File: src/rtl/rps_match_controller.sv
// Stone/paper/scissors match sequencer: collects both players' moves over valid/ready,
// scores each round and declares a match winner by target score or round limit.
module rps_match_controller #(
  parameter int WIN_TARGET     = 3,
  parameter int MAX_ROUNDS     = 9,
  parameter int TIMEOUT_CYCLES = 200
) (
  input  logic       clk,
  input  logic       reset,
  input  logic       start,
  input  logic       abort,
  input  logic       p1_valid,
  input  logic [1:0] p1_move,
  input  logic       p2_valid,
  input  logic [1:0] p2_move,
  output logic       p1_ready,
  output logic       p2_ready,
  output logic       round_valid,
  output logic [1:0] round_result,
  output logic [3:0] p1_score,
  output logic [3:0] p2_score,
  output logic [3:0] round_count,
  output logic       match_done,
  output logic [1:0] match_winner,
  output logic       busy
);

  localparam logic [2:0] IDLE    = 3'd0;
  localparam logic [2:0] COLLECT = 3'd1;
  localparam logic [2:0] EVAL    = 3'd2;
  localparam logic [2:0] REPORT  = 3'd3;
  localparam logic [2:0] DONE    = 3'd4;

  localparam logic [1:0] MV_STONE    = 2'b00;
  localparam logic [1:0] MV_PAPER    = 2'b01;
  localparam logic [1:0] MV_SCISSORS = 2'b10;
  localparam logic [1:0] MV_INVALID  = 2'b11;

  localparam logic [1:0] RES_TIE  = 2'b00;
  localparam logic [1:0] RES_P1   = 2'b01;
  localparam logic [1:0] RES_P2   = 2'b10;
  localparam logic [1:0] RES_NONE = 2'b11;

  localparam logic [3:0] WIN_T   = 4'(WIN_TARGET);
  localparam logic [3:0] MAX_R   = 4'(MAX_ROUNDS);
  localparam logic [7:0] TO_LAST = 8'(TIMEOUT_CYCLES - 1);

  logic [2:0] state;
  logic       p1_captured;
  logic       p2_captured;
  logic [1:0] p1_move_q;
  logic [1:0] p2_move_q;
  logic [7:0] timeout_cnt;
  logic [1:0] eval_result;
  logic       p1_take;
  logic       p2_take;

  assign p1_ready    = (state == COLLECT) && !p1_captured;
  assign p2_ready    = (state == COLLECT) && !p2_captured;
  assign p1_take     = p1_ready && p1_valid;
  assign p2_take     = p2_ready && p2_valid;
  assign round_valid = (state == REPORT);
  assign match_done  = (state == DONE);
  assign busy        = (state == COLLECT) || (state == EVAL) || (state == REPORT);

  // A missing player forfeits to the present one before any move is inspected.
  always_comb begin
    eval_result = RES_TIE;
    if (!p1_captured && !p2_captured) begin
      eval_result = RES_NONE;
    end else if (!p2_captured) begin
      eval_result = RES_P1;
    end else if (!p1_captured) begin
      eval_result = RES_P2;
    end else if (p1_move_q == MV_INVALID || p2_move_q == MV_INVALID) begin
      eval_result = RES_NONE;
    end else if (p1_move_q == p2_move_q) begin
      eval_result = RES_TIE;
    end else if ((p1_move_q == MV_STONE    && p2_move_q == MV_SCISSORS) ||
                 (p1_move_q == MV_PAPER    && p2_move_q == MV_STONE)    ||
                 (p1_move_q == MV_SCISSORS && p2_move_q == MV_PAPER)) begin
      eval_result = RES_P1;
    end else begin
      eval_result = RES_P2;
    end
  end

  always_ff @(posedge clk or posedge reset) begin
    if (reset) begin
      state        <= IDLE;
      p1_captured  <= 1'b0;
      p2_captured  <= 1'b0;
      p1_move_q    <= 2'b00;
      p2_move_q    <= 2'b00;
      timeout_cnt  <= 8'd0;
      p1_score     <= 4'd0;
      p2_score     <= 4'd0;
      round_count  <= 4'd0;
      round_result <= 2'b00;
      match_winner <= 2'b00;
    end else if (abort) begin
      state        <= IDLE;
      p1_captured  <= 1'b0;
      p2_captured  <= 1'b0;
      timeout_cnt  <= 8'd0;
      p1_score     <= 4'd0;
      p2_score     <= 4'd0;
      round_count  <= 4'd0;
      round_result <= 2'b00;
      match_winner <= 2'b00;
    end else begin
      case (state)
        IDLE, DONE: begin
          if (start) begin
            state        <= COLLECT;
            p1_captured  <= 1'b0;
            p2_captured  <= 1'b0;
            timeout_cnt  <= 8'd0;
            p1_score     <= 4'd0;
            p2_score     <= 4'd0;
            round_count  <= 4'd0;
            round_result <= 2'b00;
            match_winner <= 2'b00;
          end
        end
        COLLECT: begin
          if (p1_take) begin
            p1_captured <= 1'b1;
            p1_move_q   <= p1_move;
          end
          if (p2_take) begin
            p2_captured <= 1'b1;
            p2_move_q   <= p2_move;
          end
          timeout_cnt <= timeout_cnt + 8'd1;
          // A capture landing on the timeout edge still counts toward the round.
          if (((p1_captured || p1_take) && (p2_captured || p2_take)) ||
              (timeout_cnt == TO_LAST)) begin
            state <= EVAL;
          end
        end
        EVAL: begin
          round_result <= eval_result;
          round_count  <= round_count + 4'd1;
          if (eval_result == RES_P1) p1_score <= p1_score + 4'd1;
          if (eval_result == RES_P2) p2_score <= p2_score + 4'd1;
          state <= REPORT;
        end
        REPORT: begin
          if (p1_score == WIN_T) begin
            match_winner <= RES_P1;
            state        <= DONE;
          end else if (p2_score == WIN_T) begin
            match_winner <= RES_P2;
            state        <= DONE;
          end else if (round_count == MAX_R) begin
            if (p1_score > p2_score)      match_winner <= RES_P1;
            else if (p2_score > p1_score) match_winner <= RES_P2;
            else                          match_winner <= RES_TIE;
            state <= DONE;
          end else begin
            p1_captured <= 1'b0;
            p2_captured <= 1'b0;
            timeout_cnt <= 8'd0;
            state       <= COLLECT;
          end
        end
        default: state <= IDLE;
      endcase
    end
  end

endmodule
File: config.mk
export PLATFORM = sky130hd
export DESIGN_NAME = rps_match_controller
export DESIGN_NICKNAME = d
export VERILOG_FILES = /design/src/rtl/rps_match_controller.sv
export SDC_FILE = /design/constraint.sdc
export NUM_CORES = 1
export LEC_CHECK = 0
export CAP_MARGIN = 20
export CORE_ASPECT_RATIO = 0.5
export CORE_MARGIN = 2
export CORE_UTILIZATION = 53
export DETAILED_ROUTE_END_ITERATION = 7
export PLACE_DENSITY = 0.81
export SYNTH_ARGS = -nofsm -noshare
export SYNTH_HDL_FRONTEND = slang
export SYNTH_SLANG_ARGS = --single-unit
File: constraint.sdc
create_clock -name clk -period 2.25 [get_ports clk]
set_input_delay 0.225 -clock clk [delete_from_list [all_inputs] [get_ports clk]]
set_output_delay 0.225 -clock clk [all_outputs]
set_load 0.02 [all_outputs]
Word level (Yosys, flattened, before mapping)
Cells that the tools add are included.
{"block": "word_totals", "ff_bits": 33, "in_bits": 10, "output_inout_bits": 21, "wordCells": 129}
{"block": "classes", "n_addsub": 4, "order_cmp": 2, "eq_ne": 27, "muxes": 48, "bitwise_logic": 1, "n_reduce_logical": 36}
{"cell": "$mux W8", "count": 5}
{"cell": "$mux W2", "count": 14}
{"cell": "$mux W4", "count": 6}
{"cell": "$pmux W4 S2", "count": 3}
{"cell": "$pmux W8 S3", "count": 1}
{"cell": "$mux W3", "count": 6}
{"cell": "$ne A3 B3 Y1 const B", "count": 6}
{"cell": "$reduce_and A3 Y1", "count": 5}
{"cell": "$add A4 B1 Y4 const B", "count": 3}
{"cell": "$pmux W3 S4", "count": 1}
{"cell": "$reduce_and A6 Y1", "count": 2}
{"cell": "$eq A2 B2 Y1 const B", "count": 5}
{"cell": "$logic_and A1 B1 Y1", "count": 9}
{"cell": "$ne A3 B2 Y1 const B", "count": 3}
{"cell": "$add A8 B1 Y8 const B", "count": 1}
{"cell": "$eq A4 B2 Y1 const B", "count": 2}
{"cell": "$eq A8 B8 Y1 const B", "count": 1}
{"cell": "$gt A4 B4 Y1", "count": 2}
{"cell": "$logic_or A1 B1 Y1", "count": 8}
{"cell": "$mux W1", "count": 8}
{"cell": "$pmux W2 S2", "count": 2}
{"cell": "$eq A2 B1 Y1 const B", "count": 3}
{"cell": "$eq A3 B2 Y1 const B", "count": 2}
{"cell": "$pmux W1 S3", "count": 2}
{"cell": "other kinds (14)", "count": 18}

Longest topological paths before layout
Gate-level depths: netlist of the first run.
{"block": "logic_depth", "depth_word": 14, "depth_mapped": 7}

Least setup slack after synthesis of the first run
Ideal clock, no wire load.
{"block": "synth_path", "path_type": "reg2reg", "startpoint": "register p2_score[1]", "endpoint": "register timeout_cnt[3]", "setup_time_ps": 95, "arrival_ps": 1804, "required_ps": 2155, "slack_ps": 350, "path_stages_with_launch": 7, "n_path_buf": 0, "synth_period_minus_slack_ps": 1900, "path_cell_list": "dfrtp_1 > ha_1 > nor3b_1 > o311ai_2 > a21oi_2 > o21ai_0 > o31ai_1"}
{"block": "synth_via", "elab_chain_cells": 3}
{"element": "from (decl)", "line_no": "21", "rtl": "output logic [3:0] p2_score,"}
{"element": "from (signal assigned)", "line_no": "146", "rtl": "if (eval_result == RES_P2) p2_score <= p2_score + 4'd1;"}
{"element": "$eq A4 B2 Y1", "line_no": "153", "rtl": "end else if (p2_score == WIN_T) begin"}
{"element": "$ne A3 B3 Y1 (no source line)"}
{"element": "$reduce_and A5 Y1 (no source line)"}
{"element": "to (signal assigned)", "line_no": "135", "rtl": "timeout_cnt <= timeout_cnt + 8'd1;"}
{"element": "to (decl)", "line_no": "53", "rtl": "logic [7:0] timeout_cnt;"}
Every way passes these cells.
A chain may end at the register's enable or synchronous reset.

Final worst setup path of the first run
{"block": "layout_path", "startpoint": "register state[1]", "endpoint": "output port p1_ready"}
{"block": "layout_via", "elab_chain_cells": 2}
{"element": "from (decl)", "line_no": "48", "rtl": "logic [2:0] state;"}
{"element": "from (signal assigned)", "line_no": "90", "rtl": "state <= IDLE;"}
{"element": "from (signal assigned)", "line_no": "102", "rtl": "state <= IDLE;"}
{"element": "from (signal assigned)", "line_no": "115", "rtl": "state <= COLLECT;"}
{"element": "$eq A3 B1 Y1", "line_no": "58", "rtl": "assign p1_ready = (state == COLLECT) && !p1_captured;"}
{"element": "$logic_and A1 B1 Y1", "line_no": "58"}
{"element": "to (decl)", "line_no": "16", "rtl": "output logic p1_ready,"}
Every way passes these cells.

==> impl_metrics.prom, run 1 <==
# TYPE chip_impl_metric gauge
chip_impl_info{name="run_status",value="complete, no violations"} 1
chip_impl_metric{name="worst_ep_required_time",unit="ns"} 2.03
chip_impl_metric{name="num_cts_buffers",unit=""} 5
chip_impl_metric{name="p_seq_share",unit="%"} 40.5
chip_impl_metric{name="total_leakage_power",unit="nW"} 1.04
chip_impl_metric{name="timing_max_transition_violations_final",unit=""} 0
chip_impl_metric{name="synth.yosys.warnings",unit=""} 0
chip_impl_metric{name="htreeDepth",unit=""} 2
chip_impl_metric{name="period_minus_slack",unit="ns"} 2.16
chip_impl_info{name="grt_setup_unrepaired",value="no"} 1
chip_impl_metric{name="grt_start_max_net_pins",unit=""} 34
chip_impl_info{name="synth_top_family_by_area",value="compound AO/OA/AOI/OAI gates"} 1
chip_impl_metric{name="syn_area",unit="mm^2"} 0.00192
chip_impl_metric{name="max-cap-violations",unit=""} 0
chip_impl_metric{name="net_sw_share",unit="%"} 38.5
chip_impl_info{name="start_kind",value="register"} 1
chip_impl_metric{name="layout.filler_cells",unit=""} 302
chip_impl_metric{name="yosys.area_share.simple",unit="%"} 20.4
chip_impl_metric{name="detail_route.first_pass.iterations",unit=""} 4
chip_impl_metric{name="synth_compound_area_share",unit="%"} 21.7
chip_impl_metric{name="routed_wirelength",unit="um"} 4530
chip_impl_metric{name="internal_power",unit="mW"} 1.28
chip_impl_metric{name="die-area",unit="mm^2"} 0.00415
chip_impl_metric{name="synth-adder-area-share",unit="%"} 5.87
chip_impl_metric{name="reg2reg_setup_slack",unit="ns"} 0.22
chip_impl_metric{name="pwr-share-clk",unit="%"} 22.0
chip_impl_metric{name="synth_mux_area_share",unit="%"} 3.91
chip_impl_metric{name="post_synth_num_cell_types",unit=""} 55
chip_impl_metric{name="floorplan.initialDensity",unit="%"} 55.5
chip_impl_metric{name="power.total",unit="mW"} 2.08
chip_impl_metric{name="finalClockSkew",unit="ns"} 0.00781
chip_impl_info{name="worst_r2r_startpoint",value="p1_score[1]"} 1
chip_impl_metric{name="route.detailed.wl_per_inst",unit="um"} 15.4
chip_impl_metric{name="detail_route.vias_per_cell",unit=""} 5.81
chip_impl_metric{name="route.vias.total",unit=""} 1709
chip_impl_metric{name="slew_headroom",unit="%"} 47.3
chip_impl_metric{name="synth_fp_nets",unit=""} 227
chip_impl_metric{name="cells_after_synth",unit=""} 208
chip_impl_metric{name="cts_num_sinks",unit=""} 33
chip_impl_metric{name="postCtsHoldBufs",unit=""} 0
chip_impl_metric{name="grt_pass1_wl",unit="um"} 7230
chip_impl_metric{name="antenna_cells_inserted",unit=""} 0
chip_impl_metric{name="remaining_antenna_violation_count_after_routing",unit=""} 0
chip_impl_metric{name="ir_worst_vdd",unit="V"} 0.000488
chip_impl_metric{name="dp.final_hpwl",unit="um"} 3230
chip_impl_metric{name="syn_to_final_growth",unit="%"} 24.7
chip_impl_metric{name="global_route.overflow_total",unit=""} 0
chip_impl_metric{name="timing.fmax",unit="MHz"} 462
chip_impl_metric{name="worst-slew-pin-transition",unit="ns"} 0.785
chip_impl_metric{name="core_area",unit="mm^2"} 0.00345
chip_impl_metric{name="rows",unit=""} 15
chip_impl_metric{name="fin_crit_sh",unit="%"} 96.1
chip_impl_metric{name="cp_slowest_stage_delay",unit="ns"} 0.61
chip_impl_info{name="tritoncts",value="built"} 1
chip_impl_metric{name="first_iter_violations",unit=""} 46
chip_impl_metric{name="cts.clk_slew.worst_paths",unit="ns"} 0.07
chip_impl_metric{name="r2r.worst_path.cells",unit=""} 7
chip_impl_metric{name="number_of_buffers_between_clock_root_and_the_deepest_sink",unit=""} 2
chip_impl_metric{name="worst_skew_pair.late_latency",unit="ns"} 0.29
chip_impl_metric{name="timing.final.hold_violations",unit=""} 0
chip_impl_metric{name="average_cell_area_after_synthesis",unit="um^2"} 9.22
chip_impl_info{name="cts_root_buf",value="sky130_fd_sc_hd__clkbuf_8"} 1
chip_impl_metric{name="critPathMaxFanout",unit=""} 8
chip_impl_info{name="worst_r2r_endpoint",value="timeout_cnt[3]"} 1
chip_impl_metric{name="power.combinational.fraction",unit="%"} 37.5
chip_impl_metric{name="cellPowerDensity",unit="mW/mm^2"} 870
chip_impl_metric{name="ys_seq_area_share",unit="%"} 43.1
chip_impl_metric{name="switchingPower",unit="mW"} 0.801
chip_impl_metric{name="die_y",unit="um"} 46.5
chip_impl_metric{name="gp_congestion",unit=""} 0.822
chip_impl_metric{name="fraction_of_layout_instances_using_a_drive_strength_above_1",unit="%"} 10.7
chip_impl_metric{name="final_cells",unit=""} 294
chip_impl_info{name="layout.cells.most_common_list",value="sky130_fd_sc_hd__dfrtp_1, sky130_fd_sc_hd__clkdlybuf4s50_1, sky130_fd_sc_hd__nor2_1"} 1
chip_impl_info{name="crit_end",value="p1_ready"} 1
chip_impl_metric{name="numPlacedInstances",unit=""} 287
chip_impl_metric{name="io-pin-count",unit=""} 31
chip_impl_metric{name="groute.usage.overall",unit="%"} 23.8
chip_impl_metric{name="port_buffers",unit=""} 30
chip_impl_metric{name="setup-violations-final",unit=""} 0
chip_impl_info{name="cpMaxStageDelayCell",value="sky130_fd_sc_hd__clkdlybuf4s50_1"} 1
chip_impl_metric{name="synthXorXnorAreaFrac",unit="%"} 0.913
chip_impl_metric{name="async_reset_ff_share",unit="%"} 100
chip_impl_metric{name="design.final.nets",unit=""} 262
chip_impl_info{name="startpoint",value="state[1]"} 1
chip_impl_metric{name="die_width",unit="um"} 89.1
chip_impl_metric{name="setup_tns",unit="ns"} 0
chip_impl_info{name="hp-class",value="primary input to asynchronous set/reset pin"} 1
chip_impl_info{name="criticalPathCategory",value="register to output pin"} 1
chip_impl_metric{name="grt_pass1_vias",unit=""} 1584
chip_impl_metric{name="synth.ff_latch_count",unit=""} 33
chip_impl_metric{name="drt_drc_violations_left",unit=""} 0
chip_impl_info{name="worstSetupEndpointType",value="output pin"} 1
chip_impl_metric{name="endpoint_arrival_time_on_the_critical_path",unit="ns"} 1.94
chip_impl_metric{name="dpl_worst_slack",unit="ns"} 0.176
chip_impl_info{name="dominantRegCellSynth",value="sky130_fd_sc_hd__dfrtp_1"} 1
chip_impl_metric{name="grt_antenna_before_repair",unit=""} 0
chip_impl_metric{name="number_of_flops_mapped_to_enable_cells_by_yosys",unit=""} 0
chip_impl_metric{name="final.setup.worst_slack",unit="ns"} 0.0876
chip_impl_info{name="layout_commonest_cell",value="sky130_fd_sc_hd__dfrtp_1"} 1
chip_impl_info{name="timing.critical_path.cells",value="or3b_1, nor2_1, clkdlybuf4s50_1"} 1
==> state kept, by name, indices dropped and copies added, names as in the netlist <==
| name | cells |
|---|---|
| p1_score | 4 |
| round_result | 2 |
| p1_captured | 1 |
| p1_move_q | 2 |
| p2_score | 4 |
| p2_move_q | 2 |
| state | 3 |
| round_count | 4 |
| timeout_cnt | 8 |
| match_winner | 2 |
| p2_captured | 1 |
==> critical path: cells and delay by family (launching register included) <==
family        cells  cell delay [ns]
buf+inv           1             0.61
simple gates      2             0.55
flops             1             0.49
==> synthesized netlist by cell type, drive strengths merged, types with 3 or more instances <==
cell type   n  share of area [%]
dfrtp      33                 43
nor2       20                3.9
nand2      18                3.5
o21ai      18                4.7
inv        11                2.2
a21oi      10                2.8
ha          9                5.9
nand3       7                1.8
buf         6                1.4
nand4       6                2.0
a31oi       5                1.6
o31ai       5                2.0
mux2        4                2.3
nor3        4                1.0
o311ai      4                2.2
clkbuf      3               0.59
mux2i       3                1.6
nand3b      3                1.2
==> per-layer routing <==
metal / wire length (um) / part of all wire, % / track usage, %
met1: 2140 / 47 / 32.4
met2: 2100 / 46 / 35.7
met3: 230 / 5.1 / 6.63
met4: 64 / 1.4 / 10.7
met5: 0 / 0 / 0
==> how the worst min path moves through the flow <==
stage | from | end | slack, ns | cells past startpoint
after floorplan | reset | match_winner[0] | 0.35 | 1
after global placement | round_result[0] | round_result[0] | 0.46 | 2
after detailed placement | round_result[0] | round_result[0] | 0.47 | 2
after CTS | reset | p1_score[1] | 0.34 | 3
after global routing | reset | p1_score[1] | 0.37 | 3
final | reset | p2_score[2] | 0.33 | 3
==> power by group through the flow <==
stage	Combinational, mW	Clock, mW	Sequential (mW)
6_report	0.781	0.458	0.842
5_1_grt	0.860	0.490	0.857
4_1_cts	0.785	0.465	0.835
3_5_place_dp	0.780	0	0.845
3_3_place_gp	0.758	0	0.834
2_1_floorplan	0.542	0	0.809
==> cell type report <==
class / instances / area, um^2 / share of cell area, %
Clock buffer: 7 / 86.3 / 3.61
Inverter: 11 / 41.3 / 1.73
Multi-Input combinational cell: 155 / 1020 / 42.5
Sequential cell: 33 / 827 / 34.6
Tap cell: 51 / 63.8 / 2.67
Timing Repair Buffer: 37 / 355 / 14.9
==> logic make-up (layout without fill, tap and decap cells) <==
kind of cell / after synthesis / in the layout
AO/OA/AOI/OAI: 61 / 61
XOR/XNOR: 2 / 2
adder cells (fa/ha/maj): 9 / 9
buffers and inverters: 20 / 55
flip-flops: 33 / 33
multiplexers: 7 / 7
AND/OR/NAND/NOR: 76 / 76
==> timing repair <==
action,4_1_cts,5_1_grt
resized for setup,0,3
setup buffers,0,0
setup endpoints to repair,0,6
==> per-stage QoR <==
| step | instance area (um^2) | hold slack, ns | utilization (%) |
|---|---|---|---|
| floorplan | 1920 | 0.354 | - |
| global placement | 2300 | 0.462 | 66.5 |
| detailed placement | 2300 | 0.470 | 66.5 |
| CTS | 2380 | 0.337 | 69.0 |
| global route | 2390 | 0.371 | 69.2 |
| finish | 2390 | 0.330 | 69.2 |
No activity file was read; power rests on OpenSTA's default activity.
==> run 2, diff against run 1 <==
--- a/config.mk
+++ b/config.mk
@@ -8,9 +8,10 @@
 export CAP_MARGIN = 20
 export CORE_ASPECT_RATIO = 0.5
 export CORE_MARGIN = 2
-export CORE_UTILIZATION = 53
+export CORE_UTILIZATION = 55
+export CTS_BUF_LIST = sky130_fd_sc_hd__clkbuf_8
 export DETAILED_ROUTE_END_ITERATION = 7
-export PLACE_DENSITY = 0.81
+export PLACE_DENSITY = 0.88
 export SYNTH_ARGS = -nofsm -noshare
 export SYNTH_HDL_FRONTEND = slang
 export SYNTH_SLANG_ARGS = --single-unit
==> impl_metrics.prom, run 2 (same netlist as run 1, synthesis figures left out) <==
# TYPE chip_impl_metric gauge
chip_impl_metric{name="remaining_antenna_violation_count_after_routing",unit=""} 0
chip_impl_metric{name="hold_slack",unit="ns"} 0.329
chip_impl_metric{name="cts_num_sinks",unit=""} 33
chip_impl_metric{name="cp_slowest_stage_delay",unit="ns"} 0.60
chip_impl_metric{name="detail_route.first_pass.iterations",unit=""} 4
chip_impl_metric{name="slew_headroom",unit="%"} 47.3
chip_impl_metric{name="htreeDepth",unit=""} 2
chip_impl_info{name="layout_commonest_cell",value="sky130_fd_sc_hd__dfrtp_1"} 1
chip_impl_metric{name="cts.clk_slew.worst_paths",unit="ns"} 0.07
chip_impl_metric{name="cellPowerDensity",unit="mW/mm^2"} 885
chip_impl_metric{name="ir_worst_vdd",unit="V"} 0.000505
chip_impl_metric{name="grt_pass1_vias",unit=""} 1664
chip_impl_metric{name="p_seq_share",unit="%"} 39.2
chip_impl_metric{name="net_sw_share",unit="%"} 37.9
chip_impl_info{name="start_kind",value="register"} 1
chip_impl_metric{name="total_leakage_power",unit="nW"} 1.03
chip_impl_info{name="worst_r2r_startpoint",value="round_count[0]"} 1
chip_impl_metric{name="number_of_buffers_between_clock_root_and_the_deepest_sink",unit=""} 2
chip_impl_metric{name="power.combinational.fraction",unit="%"} 37.3
chip_impl_metric{name="floorplan.initialDensity",unit="%"} 56.8
chip_impl_info{name="cpMaxStageDelayCell",value="sky130_fd_sc_hd__clkdlybuf4s50_1"} 1
chip_impl_metric{name="dp.final_hpwl",unit="um"} 3300
chip_impl_info{name="hp-class",value="primary input to asynchronous set/reset pin"} 1
chip_impl_metric{name="syn_to_final_growth",unit="%"} 25.3
chip_impl_info{name="cts_root_buf",value="sky130_fd_sc_hd__clkbuf_8"} 1
chip_impl_metric{name="gp_congestion",unit=""} 0.862
chip_impl_metric{name="drt_drc_violations_left",unit=""} 0
chip_impl_metric{name="route.vias.total",unit=""} 1753
chip_impl_metric{name="antenna_cells_inserted",unit=""} 0
chip_impl_metric{name="worst-slew-pin-transition",unit="ns"} 0.786
chip_impl_metric{name="fin_crit_sh",unit="%"} 95.5
chip_impl_metric{name="power.total",unit="mW"} 2.13
chip_impl_metric{name="design.final.nets",unit=""} 263
chip_impl_metric{name="endpoint_arrival_time_on_the_critical_path",unit="ns"} 1.92
chip_impl_metric{name="timing.final.hold_violations",unit=""} 0
chip_impl_info{name="startpoint",value="state[1]"} 1
chip_impl_metric{name="num_cts_buffers",unit=""} 5
chip_impl_metric{name="timing_max_transition_violations_final",unit=""} 0
chip_impl_metric{name="internal_power",unit="mW"} 1.32
chip_impl_info{name="timing.critical_path.max_delay_family",value="buffers and inverters"} 1
chip_impl_metric{name="fraction_of_layout_instances_using_a_drive_strength_above_1",unit="%"} 11.4
chip_impl_info{name="timing.critical_path.cells",value="or3b_1, nor2_1, clkdlybuf4s50_1"} 1
chip_impl_info{name="criticalPathCategory",value="register to output pin"} 1
chip_impl_metric{name="core_area",unit="mm^2"} 0.00338
chip_impl_metric{name="largest_reg_flops",unit=""} 8
chip_impl_info{name="tritoncts",value="built"} 1
chip_impl_metric{name="grt_start_max_net_pins",unit=""} 34
chip_impl_info{name="run_status",value="complete, no violations"} 1
chip_impl_info{name="grt_setup_unrepaired",value="no"} 1
chip_impl_metric{name="period_minus_slack",unit="ns"} 2.15
chip_impl_metric{name="grt_antenna_before_repair",unit=""} 0
chip_impl_metric{name="groute.usage.overall",unit="%"} 25.0
chip_impl_metric{name="critPathMaxFanout",unit=""} 8
chip_impl_metric{name="timing.fmax",unit="MHz"} 465
chip_impl_metric{name="max-cap-violations",unit=""} 0
chip_impl_metric{name="setup-violations-final",unit=""} 0
chip_impl_metric{name="die_width",unit="um"} 87.5
chip_impl_metric{name="grt_pass1_wl",unit="um"} 7420
chip_impl_metric{name="port_buffers",unit=""} 30
chip_impl_info{name="worstSetupEndpointType",value="output pin"} 1
chip_impl_metric{name="routed_wirelength",unit="um"} 4540
chip_impl_metric{name="multi_input_area",unit="mm^2"} 0.00102
chip_impl_metric{name="die_y",unit="um"} 45.8
chip_impl_metric{name="detail_route.vias_per_cell",unit=""} 6.11
chip_impl_metric{name="finalClockSkew",unit="ns"} 0.00704
chip_impl_metric{name="route.detailed.wl_per_inst",unit="um"} 15.8
chip_impl_metric{name="seqCellArea",unit="um^2"} 826
chip_impl_metric{name="io-pin-count",unit=""} 31
chip_impl_metric{name="global_route.overflow_total",unit=""} 0
chip_impl_metric{name="switchingPower",unit="mW"} 0.807
chip_impl_metric{name="worst_skew_pair.late_latency",unit="ns"} 0.29
chip_impl_metric{name="first_iter_violations",unit=""} 66
chip_impl_info{name="layout.cells.most_common_list",value="sky130_fd_sc_hd__dfrtp_1, sky130_fd_sc_hd__clkdlybuf4s50_1, sky130_fd_sc_hd__nor2_1"} 1
chip_impl_metric{name="setup_tns",unit="ns"} 0
chip_impl_metric{name="critical_path.n_buffers_inverters",unit=""} 1
chip_impl_info{name="regMostFlops",value="timeout_cnt"} 1
chip_impl_metric{name="rows",unit=""} 15
chip_impl_metric{name="layout.filler_cells",unit=""} 242
chip_impl_metric{name="pwr-share-clk",unit="%"} 23.5
chip_impl_metric{name="die-area",unit="mm^2"} 0.00400
chip_impl_metric{name="worst_ep_required_time",unit="ns"} 2.03
run 2: path summary, 6_finish.rpt:
path	end	slack (ns)	depth (start not counted)
max	p2_ready	0.10	3
min	round_count[1]	0.33	3
max reg2reg	timeout_cnt[6]	0.12	6
min reg2reg	timeout_cnt[7]	0.49	1
max in group asynchronous	timeout_cnt[4]	1.62	3
min in group clk	timeout_cnt[7]	0.49	1
run 2: repair_timing:
| item | CTS | global route |
|---|---|---|
| hold buffers | 0 | 0 |
| setup endpoints to repair | 0 | 3 |
| buffers inserted | 0 | 0 |
| resized for setup | 0 | 2 |
run 2: cell type report:
class / count / share of cell area, %
Multi-Input combinational cell: 155 / 42.5
Sequential cell: 33 / 34.4
Timing Repair Buffer: 38 / 15.0
Clock buffer: 7 / 4.01
Tap cell: 42 / 2.19
Inverter: 11 / 1.72
Clock inverter: 1 / 0.208
run 2: metal layers:
metal | routed length, um | share of wire (%) | vias to the layer above | GRT usage, %
met2 | 2230 | 49 | 51 | 43.8
met5 | 0 | 0 | - | 0
met4 | 97 | 2.1 | 0 | 12.6
met1 | 2020 | 44 | 852 | 29.6
met3 | 192 | 4.2 | 11 | 6.16
li1 | - | - | 839 | -
run 2: per-stage QoR:
stage	cell area (um^2)	setup WS (ns)	instances	util [%]
CTS	2390	0.0792	287	70.9
finish	2400	0.101	287	71.1
global placement	2290	0.321	279	67.9
floorplan	1920	0.350	208	-
global route	2400	0.00170	287	71.1
detailed placement	2290	0.169	279	67.9
run 2: worst min-delay path, cell delays in order:
cell                              delay (ns)
sky130_fd_sc_hd__clkdlybuf4s50_1        0.40
sky130_fd_sc_hd__inv_1                  0.05
sky130_fd_sc_hd__buf_4                  0.37
run 2: power by group through the flow:
stage	clock network [mW]	registers [mW]	logic, mW
after floorplan	0	0.809	0.542
after global placement	0	0.833	0.752
after detailed placement	0	0.842	0.778
after CTS	0.501	0.831	0.783
after global routing	0.526	0.853	0.866
final	0.499	0.834	0.794
==> run 3, diff against run 2 <==
--- a/config.mk
+++ b/config.mk
@@ -6,10 +6,11 @@
 export NUM_CORES = 1
 export LEC_CHECK = 0
 export CAP_MARGIN = 20
-export CORE_ASPECT_RATIO = 0.5
+export CORE_ASPECT_RATIO = 1.75
 export CORE_MARGIN = 2
 export CORE_UTILIZATION = 55
-export CTS_BUF_LIST = sky130_fd_sc_hd__clkbuf_8
+export CTS_BUF_LIST = sky130_fd_sc_hd__clkbuf_4 sky130_fd_sc_hd__clkbuf_8
+export CTS_CLUSTER_SIZE = 20
 export DETAILED_ROUTE_END_ITERATION = 7
 export PLACE_DENSITY = 0.88
 export SYNTH_ARGS = -nofsm -noshare
==> impl_metrics.prom, run 3 (same netlist as run 1, synthesis figures left out) <==
# TYPE chip_impl_metric gauge
chip_impl_info{name="run_status",value="complete, no violations"} 1
chip_impl_metric{name="seqCellArea",unit="um^2"} 828
chip_impl_info{name="cts_root_buf",value="sky130_fd_sc_hd__clkbuf_8"} 1
chip_impl_metric{name="critPathMaxFanout",unit=""} 8
chip_impl_info{name="layout_commonest_cell",value="sky130_fd_sc_hd__dfrtp_1"} 1
chip_impl_metric{name="grt_pass1_wl",unit="um"} 7650
chip_impl_metric{name="fraction_of_layout_instances_using_a_drive_strength_above_1",unit="%"} 11.5
chip_impl_info{name="criticalPathCategory",value="register to output pin"} 1
chip_impl_metric{name="multi_input_area",unit="mm^2"} 0.00101
chip_impl_metric{name="first_iter_violations",unit=""} 35
chip_impl_metric{name="fin_crit_sh",unit="%"} 95.4
chip_impl_info{name="tritoncts",value="built"} 1
chip_impl_metric{name="global_route.overflow_total",unit=""} 0
chip_impl_metric{name="finalClockSkew",unit="ns"} 0.00284
chip_impl_metric{name="timing.final.hold_violations",unit=""} 0
chip_impl_metric{name="post_dp_cell_area",unit="mm^2"} 0.00230
chip_impl_metric{name="drt_drc_violations_left",unit=""} 0
chip_impl_metric{name="die-area",unit="mm^2"} 0.00399
chip_impl_metric{name="htreeDepth",unit=""} 2
chip_impl_metric{name="cts.clk_slew.worst_paths",unit="ns"} 0.06
chip_impl_metric{name="worst_ep_required_time",unit="ns"} 2.03
chip_impl_metric{name="routed_wirelength",unit="um"} 4470
chip_impl_metric{name="number_of_buffers_between_clock_root_and_the_deepest_sink",unit=""} 2
chip_impl_metric{name="detail_route.first_pass.iterations",unit=""} 4
chip_impl_info{name="worstSetupEndpointType",value="output pin"} 1
chip_impl_metric{name="cts_num_sinks",unit=""} 33
chip_impl_metric{name="endpoint_arrival_time_on_the_critical_path",unit="ns"} 1.92
chip_impl_metric{name="grt_antenna_before_repair",unit=""} 0
chip_impl_metric{name="num_cts_buffers",unit=""} 5
chip_impl_metric{name="route.detailed.wl_per_inst",unit="um"} 15.5
chip_impl_metric{name="largest_reg_flops",unit=""} 8
chip_impl_metric{name="grt_start_max_net_pins",unit=""} 34
chip_impl_info{name="hp-class",value="primary input to asynchronous set/reset pin"} 1
chip_impl_metric{name="core_area",unit="mm^2"} 0.00336
chip_impl_metric{name="post_cts.repair.setup_buffers",unit=""} 0
chip_impl_metric{name="gp_congestion",unit=""} 0.817
chip_impl_metric{name="design.final.nets",unit=""} 264
chip_impl_metric{name="remaining_antenna_violation_count_after_routing",unit=""} 0
chip_impl_metric{name="ir_worst_vdd",unit="V"} 0.000678
chip_impl_metric{name="route.vias.total",unit=""} 1762
chip_impl_metric{name="cellPowerDensity",unit="mW/mm^2"} 857
chip_impl_info{name="regMostFlops",value="timeout_cnt"} 1
chip_impl_metric{name="setup_tns",unit="ns"} 0
chip_impl_metric{name="max-cap-violations",unit=""} 0
chip_impl_metric{name="slew_headroom",unit="%"} 47.5
chip_impl_metric{name="total_leakage_power",unit="nW"} 1.03
chip_impl_metric{name="final_cells",unit=""} 289
chip_impl_metric{name="io-pin-count",unit=""} 31
chip_impl_metric{name="postCtsHoldBufs",unit=""} 0
chip_impl_metric{name="setup-violations-final",unit=""} 0
chip_impl_metric{name="timing.fmax",unit="MHz"} 466
chip_impl_metric{name="antenna_cells_inserted",unit=""} 0
chip_impl_metric{name="die_y",unit="um"} 82.1
chip_impl_metric{name="rows",unit=""} 28
chip_impl_info{name="layout.cells.most_common_list",value="sky130_fd_sc_hd__dfrtp_1, sky130_fd_sc_hd__clkdlybuf4s50_1, sky130_fd_sc_hd__nor2_1"} 1
chip_impl_metric{name="post-route-util",unit="%"} 70.8
chip_impl_metric{name="numPlacedInstances",unit=""} 283
chip_impl_metric{name="layout.filler_cells",unit=""} 270
chip_impl_metric{name="timing_max_transition_violations_final",unit=""} 0
chip_impl_metric{name="worst-slew-pin-transition",unit="ns"} 0.782
chip_impl_metric{name="grt_pass1_vias",unit=""} 1752
chip_impl_info{name="start_kind",value="register"} 1
chip_impl_metric{name="detail_route.vias_per_cell",unit=""} 6.10
chip_impl_metric{name="stdcell_area",unit="mm^2"} 0.00238
chip_impl_info{name="grt_setup_unrepaired",value="no"} 1
chip_impl_metric{name="syn_to_final_growth",unit="%"} 24.2
chip_impl_metric{name="dp.final_hpwl",unit="um"} 3360
chip_impl_metric{name="period_minus_slack",unit="ns"} 2.15
chip_impl_metric{name="floorplan.initialDensity",unit="%"} 57.0
chip_impl_metric{name="groute.usage.overall",unit="%"} 24.7
chip_impl_metric{name="worst_skew_pair.late_latency",unit="ns"} 0.28
chip_impl_metric{name="die_width",unit="um"} 48.6
chip_impl_metric{name="port_buffers",unit=""} 30
-- run 3: cell count changes in the layout (fill, tap and decap cells not counted), sizes merged --
cell           change
clkbuf             -2
buf                +1
clkdlybuf4s50      -1
dlymetal6s2s       +1
-- run 3: stage by stage --
stage	total power, mW	worst slack [ns]	hold slack, ns
6_report	2.04	0.104	0.337
5_1_grt	2.17	0.0296	0.382
4_1_cts	2.05	0.0418	0.355
3_5_place_dp	1.64	0.258	0.481
3_3_place_gp	1.61	0.313	0.472
2_1_floorplan	1.35	0.350	0.354
-- run 3: final cells by class --
type | instances | share of cell area, %
Clock buffer | 5 | 2.89
Multi-Input combinational cell | 155 | 42.5
Sequential cell | 33 | 34.8
Tap cell | 45 | 2.36
Inverter | 11 | 1.73
Timing Repair Buffer | 39 | 15.5
Clock inverter | 1 | 0.210
-- run 3: where the power goes --
| group | internal [mW] | total, mW | switching [mW] |
|---|---|---|---|
| sequential | 0.696 | 0.842 | 0.146 |
| clock | 0.203 | 0.403 | 0.200 |
| combinational | 0.357 | 0.798 | 0.441 |
| total | 1.26 | 2.04 | 0.787 |
-- run 3: final timing paths --
kind	slack (ns)	startpoint	depth (start not counted)	to
min in group clk	0.49	round_result[0]	2	round_result[0]
hold / removal	0.34	reset	3	timeout_cnt[7]
setup / recovery	0.10	state[1]	3	p2_ready
max in group asynchronous	1.59	reset	3	state[0]
hold reg to reg	0.49	round_result[0]	2	round_result[0]
setup reg to reg	0.23	p2_score[1]	6	timeout_cnt[3]
-- run 3: repair_timing --
| action | CTS | global route |
|---|---|---|
| setup endpoints to repair | 0 | 2 |
| resized for setup | 0 | 3 |
| hold endpoints to repair | 0 | 0 |
-- run 3: critical path, stage by stage, from the launching register on --
cell,delay [ns]
sky130_fd_sc_hd__dfrtp_2,0.47
sky130_fd_sc_hd__or3b_1,0.42
sky130_fd_sc_hd__nor2_1,0.13
sky130_fd_sc_hd__clkdlybuf4s50_1,0.62
-- run 3: per-layer routing --
metal  wire [um]  global-route usage, %  up-vias
li1            -                      -      845
met1        1690                   25.7      870
met2        2570                   47.7       38
met3         100                   3.24        9
met4         107                   13.7        0
met5           0                      0        -
